==> src/rtl/adc0809_responder.sv <==
// adc0809_responder
//   Cycle-accurate stand-in for an ADC0809-style 8-channel, 8-bit
//   successive-approximation converter. It answers the ale/start/oe
//   handshake from the AD control FSM. It drives eoc and the conversion
//   result. The analog inputs are modelled as eight 8-bit sample words.
//
// Ports
//   clk     in   system clock, all activity on posedge
//   rst_n   in   synchronous active-low reset
//   ale     in   address latch enable; addr is captured on its rising edge
//   start   in   rising edge resets the converter, falling edge starts it
//   oe      in   output enable; gates the result onto dout
//   addr    in   [2:0] channel select
//   ain     in   [8*CH_W-1:0] channel samples, channel i at ain[8i+7:8i]
//   eoc     out  high = idle/done, low = conversion pending or running
//   dout    out  [CH_W-1:0] result while oe=1, else zero
//   ch_sel  out  [2:0] currently latched channel address
module adc0809_responder #(
  parameter int unsigned STEP_CYCLES = 8,
  parameter int unsigned CH_W        = 8
) (
  input  logic              clk,
  input  logic              rst_n,
  input  logic              ale,
  input  logic              start,
  input  logic              oe,
  input  logic [2:0]        addr,
  input  logic [8*CH_W-1:0] ain,
  output logic              eoc,
  output logic [CH_W-1:0]   dout,
  output logic [2:0]        ch_sel
);

  localparam int unsigned     CNT_W     = (STEP_CYCLES > 1) ? $clog2(STEP_CYCLES) : 1;
  localparam logic [CNT_W-1:0] CNT_LAST = CNT_W'(STEP_CYCLES - 1);
  localparam logic [CH_W-1:0]  TRIAL_MSB = {1'b1, {(CH_W-1){1'b0}}};

  typedef enum logic [1:0] {
    S_IDLE,
    S_ARMED,
    S_CONV,
    S_DONE
  } state_e;

  state_e            state_q, state_d;
  logic              ale_prev_q, start_prev_q;
  logic [2:0]        ch_sel_q, ch_sel_d;
  logic [CH_W-1:0]   vin_q, vin_d;
  logic [CH_W-1:0]   trial_q, trial_d;
  logic [CH_W-1:0]   sar_q, sar_d;
  logic [2:0]        bit_q, bit_d;
  logic [CNT_W-1:0]  cnt_q, cnt_d;
  logic [CH_W-1:0]   result_q, result_d;
  logic              eoc_q, eoc_d;

  logic              ale_rise, start_rise, start_fall;
  logic [CH_W-1:0]   ain_sel;
  logic [CH_W-1:0]   sar_try, sar_dec;

  assign ale_rise   =  ale   & ~ale_prev_q;
  assign start_rise =  start & ~start_prev_q;
  assign start_fall = ~start &  start_prev_q;

  // The sample/hold mux reads the channel that was latched before this edge.
  // So an ale rise on the start-fall edge cannot redirect that conversion.
  always_comb begin
    ain_sel = '0;
    for (int unsigned i = 0; i < 8; i++) begin
      if (ch_sel_q == 3'(i)) ain_sel = ain[i*CH_W +: CH_W];
    end
  end

  // One SAR decision: keep the trial bit if the resulting code does not
  // exceed the held input.
  assign sar_try = sar_q | trial_q;
  assign sar_dec = (sar_try <= vin_q) ? sar_try : sar_q;

  always_ff @(posedge clk) begin
    if (!rst_n) begin
      state_q      <= S_IDLE;
      ale_prev_q   <= 1'b0;
      start_prev_q <= 1'b0;
      ch_sel_q     <= '0;
      vin_q        <= '0;
      trial_q      <= '0;
      sar_q        <= '0;
      bit_q        <= '0;
      cnt_q        <= '0;
      result_q     <= '0;
      eoc_q        <= 1'b1;
    end else begin
      state_q      <= state_d;
      ale_prev_q   <= ale;
      start_prev_q <= start;
      ch_sel_q     <= ch_sel_d;
      vin_q        <= vin_d;
      trial_q      <= trial_d;
      sar_q        <= sar_d;
      bit_q        <= bit_d;
      cnt_q        <= cnt_d;
      result_q     <= result_d;
      eoc_q        <= eoc_d;
    end
  end

  always_comb begin
    state_d  = state_q;
    ch_sel_d = ch_sel_q;
    vin_d    = vin_q;
    trial_d  = trial_q;
    sar_d    = sar_q;
    bit_d    = bit_q;
    cnt_d    = cnt_q;
    result_d = result_q;
    eoc_d    = eoc_q;

    if (ale_rise) ch_sel_d = addr;

    case (state_q)
      S_IDLE, S_DONE: begin
        eoc_d = 1'b1;
        if (start_rise) begin
          state_d = S_ARMED;
          eoc_d   = 1'b0;
        end
      end

      S_ARMED: begin
        eoc_d = 1'b0;
        if (start_fall) begin
          state_d = S_CONV;
          vin_d   = ain_sel;
          trial_d = TRIAL_MSB;
          sar_d   = '0;
          bit_d   = 3'd7;
          cnt_d   = '0;
        end
      end

      S_CONV: begin
        eoc_d = 1'b0;
        if (start_rise) begin
          // Abort: re-arm without touching the committed result.
          state_d = S_ARMED;
        end else if (cnt_q == CNT_LAST) begin
          sar_d   = sar_dec;
          trial_d = trial_q >> 1;
          bit_d   = bit_q - 3'd1;
          cnt_d   = '0;
          if (bit_q == 3'd0) begin
            result_d = sar_dec;
            eoc_d    = 1'b1;
            state_d  = S_DONE;
          end
        end else begin
          cnt_d = cnt_q + CNT_W'(1);
        end
      end

      default: begin
        state_d = S_IDLE;
        eoc_d   = 1'b1;
      end
    endcase
  end

  assign eoc    = eoc_q;
  assign ch_sel = ch_sel_q;
  assign dout   = oe ? result_q : '0;

endmodule

==> config.mk <==
export PLATFORM = sky130hd
export DESIGN_NAME = adc0809_responder
export DESIGN_NICKNAME = d
export VERILOG_FILES = /design/src/rtl/adc0809_responder.sv
export SDC_FILE = /design/constraint.sdc
export NUM_CORES = 1
export LEC_CHECK = 0
export BUFFER_PORTS_ARGS = -buffer_cell sky130_fd_sc_hd__buf_2
export CORE_UTILIZATION = 52
export DETAILED_ROUTE_END_ITERATION = 8
export PLACE_DENSITY = 0.8
export SLEW_MARGIN = 20
export SYNTH_ARGS = -nofsm -noshare
export SYNTH_HDL_FRONTEND = slang
export SYNTH_SLANG_ARGS = --single-unit
export TNS_END_PERCENT = 20
==> constraint.sdc <==
create_clock -name clk -period 2.6 [get_ports clk]
set_input_delay 0.52 -clock clk [delete_from_list [all_inputs] [get_ports clk]]
set_output_delay 0.52 -clock clk [all_outputs]
set_load 0.01 [all_outputs]
==> reports/results.txt <==
The flow ran to the end, and the final reports show no timing, DRC or antenna violations. The height of the chip was 75.3 um; the mux share of post-synthesis cell area was 8.25%. For this run, the slowest stage of the critical path takes 0.42 ns. The number of enable flip-flop cells after synthesis works out to 0. The finished cells cover 3350 um^2. The clock-pin transition on the worst setup and hold timing paths works out to 0.08 ns. For the worst-skew pair, the clock arrives at the later sink with an insertion delay of 0.30 ns. On the final layout, the worst clock skew is 0.00480 ns. In the final layout, the share of cells above drive strength 1 is 29.5%. For this design, the sink count on the clock tree is 46. For this configuration, the core starts out at a cell density of 54.3%. In this run the count of I/O pins placed on the die edge is 84. Once placement finished, the instance area stood at 3250 um^2.

The tools report the global placement routability congestion as 0.953. In the routed layout, each cell is associated on average with a via count of 5.56. For the number of buffers inserted during clock tree synthesis, the log shows 5. The post-synthesis share of cell area spent on and, or, nand and nor gates was 21.3%. The number of gates resized after CTS is 0, and the highest achievable clock rate is 455 MHz. For the deepest level of the CTS H-tree, the log shows 2.

The master cell of the clock root buffer is sky130_fd_sc_hd__clkbuf_8. The fill cell total of the finished layout was 458. STA classifies the critical path endpoint as a flip-flop. The initialized floorplan defines 26 standard-cell rows. The relative max-transition margin was 60.3%; the synthesized-area fraction occupied by adder cells was 6.73%. The number of antenna violations at the first check in global routing was 0; the per-instance average area after synthesis was 8.43 um^2.

The routed wire length is 6470 um, and the synthesis-to-finish area growth is 20.0%. The finished layout holds 480 standard cells, fillers aside. In the global route stage, overall resource usage came out at 25.1%. The leakage power of the design was 0.00140 uW; the endpoint arrival time on the critical path was 2.39 ns. The run gives 472 as the total placed cells including tap cells. The overflow left after global routing was 0; the power density normalized to cell area was 438 nW/um^2. For this run, asynchronously set or reset flops after synthesis account for 0%. The cell area after synthesis is 2790 um^2.

By area the synthesized netlist is led by sky130_fd_sc_hd__dfxtp_1, sky130_fd_sc_hd__ha_1, sky130_fd_sc_hd__mux4_2, sky130_fd_sc_hd__o21ai_0, sky130_fd_sc_hd__a21oi_1. After synthesis, the largest family of logic cells by area is compound AO/OA/AOI/OAI gates. Worst setup slack before clock tree synthesis: 0.445 ns. The count of pins over their slew limit was 0; the number of max-capacitance violations reported was 0. Setup violations remaining at the end of the flow were counted as 0. On the critical path, the stage with the largest delay is an instance of sky130_fd_sc_hd__a21oi_2. Synthesis produced a netlist with a net count of 418. Of the post-synthesis cell area, the dominant cell type holds 33.0%. The largest total area in the synthesized netlist belongs to sky130_fd_sc_hd__dfxtp_1. The kind of start point of the critical path is a flip-flop.

After synthesis, the netlist uses 48 different library cells. The area fraction in compound gates after synthesis was 26.0%. The tools report the detailed-route via count as 2669.

The slew at the pin closest to its max-slew limit was 0.594 ns. The signal on the critical path passes through or2_2 -> ha_1 -> nand4_1 -> a21oi_2 -> a21boi_0 -> o311a_1. The worst hold-check path type is primary input to flip-flop. The setup TNS was 0 ns; the width of the die was 75.3 um. The first routing iteration left 211 violations. The run gives 2456 as the number of global-route vias before repair. The quantity of I/O buffers inserted on ports works out to 83.

In the post-synthesis netlist, the cell with the most instances is sky130_fd_sc_hd__dfxtp_1. The maximum vdd ir drop was 0.196 mV. The path type of the worst setup path was flip-flop to flip-flop. TritonCTS built the clock tree. The half-perimeter wire length after detailed placement was 4930 um; the total of hold buffers inserted after clock tree synthesis was 0. The die covers 5660 um^2. In the synthesized netlist, the number of instances is 331. The global-route wire length before repair was 10700 um; the xor and xnor fraction of the mapped netlist area was 0%. The final worst-path cycle share is 84.6%. The final hold violation count is 0.

Counting instances in the post-synthesis netlist gives the leading cell types as sky130_fd_sc_hd__dfxtp_1, sky130_fd_sc_hd__nand2_1, sky130_fd_sc_hd__o21ai_0, sky130_fd_sc_hd__a21oi_1, sky130_fd_sc_hd__nor2_1. No sink is reached through more buffers than the 2 on the longest clock path. In the final routed layout, each cell accounts on average for 13.5 um. For the final design utilization, the log shows 65.1%. The placeable core area was 5140 um^2. Counting flops and latches in the post-synthesis netlist gives 46. For this run, the leading register cell type out of synthesis is sky130_fd_sc_hd__dfxtp_1.

The Yosys step of the flow raised 0 warnings. The number of antenna diodes in the final layout is 0. The remaining antenna violation count after routing was 0. The maximum number of pins on one net before global-route repair is 30, and the highest net fanout along the worst path is 8. The worst path meets setup with 0.401 ns of slack.

After layout, the minimum clock period comes to 2.20 ns. After detailed routing, the number of remaining DRC violations is 0. The first detailed-routing pass took 5 iterations.

The net count of the finished layout is 496. Of the synthesized area, sequential elements account for 33.0%. The required time of the critical path was 2.79 ns; the post-CTS setup repair buffer count was 0.

Setup repair after global routing left no endpoint under its margin.
-- final cells by class --
| cell class | instances | area, um^2 | area share [%] |
|---|---|---|---|
| multi-input cells | 254 | 1740 | 51.9 |
| flip-flops and latches | 46 | 921 | 27.5 |
| repair buffers | 88 | 453 | 13.5 |
| well taps | 70 | 87.6 | 2.62 |
| clock buffers | 6 | 82.6 | 2.47 |
| inverters | 14 | 52.6 | 1.57 |
| clock inverters | 2 | 12.5 | 0.374 |
-- power by group --
group          internal, uW  total, uW  switching [uW]
Sequential              721        738            17.2
Clock                   214        452             238
Combinational           126        275             149
-- through the flow --
stage	hold WS [ns]	power, uW
final	0.423	1460
after CTS	0.426	1470
after global routing	0.423	1540
after detailed placement	0.453	1030
after floorplan	0.436	931
after global placement	0.447	1020
-- flip-flops by register name (all words and copies together) (netlist names) --
signal,cells
ale_prev_q,1
bit_q,3
ch_sel,3
cnt_q,3
eoc,1
result_q,8
sar_q,8
start_prev_q,1
state_q,2
trial_q,8
vin_q,8
-- worst paths after layout --
path	from	end	slack, ns	cells after the start
max	trial_q[6]	result_q[2]	0.40	6
min	ale	ale_prev_q	0.42	2
max reg2reg	trial_q[6]	result_q[2]	0.40	6
min reg2reg	cnt_q[1]	cnt_q[1]	0.46	2
-- critical path: cells and delay by family, from the launching register on --
family                     cells  cell delay [ns]
adders and majority gates      1             0.31
and+or+nand+nor                2             0.56
AOI/OAI and AO/OA              3             0.88
DFF                            1             0.34
-- cells by family (layout without fill, tap and decap cells) --
kind of cell	Yosys count	after routing
buffers and inverters	31	110
multiplexers	13	13
adder cells (fa/ha/maj)	15	15
flip-flops	46	46
AO/OA/AOI/OAI	111	111
AND/OR/NAND/NOR	115	115
-- placed cells by master, fill, tap and decap left out, types with 6 or more instances in the layout --
master	n
sky130_fd_sc_hd__a22oi_1	6
sky130_fd_sc_hd__a31oi_1	6
sky130_fd_sc_hd__nand2_1	37
sky130_fd_sc_hd__inv_1	13
sky130_fd_sc_hd__and2_1	9
sky130_fd_sc_hd__nand2b_1	10
sky130_fd_sc_hd__nor2_1	21
sky130_fd_sc_hd__clkbuf_8	6
sky130_fd_sc_hd__nand3_1	10
sky130_fd_sc_hd__dfxtp_1	46
sky130_fd_sc_hd__a21boi_0	7
sky130_fd_sc_hd__or2_2	7
sky130_fd_sc_hd__buf_2	83
sky130_fd_sc_hd__mux4_2	8
sky130_fd_sc_hd__ha_1	15
sky130_fd_sc_hd__a21oi_1	30
sky130_fd_sc_hd__o311a_1	9
sky130_fd_sc_hd__o21ai_0	32
-- metal layers --
metal | track usage [%] | share of wire, %
met5 | 0 | 0
met4 | 7.41 | 1.7
met3 | 5.09 | 7.3
met2 | 45.0 | 49
met1 | 30.5 | 42
(Power assumes the default switching activity.)
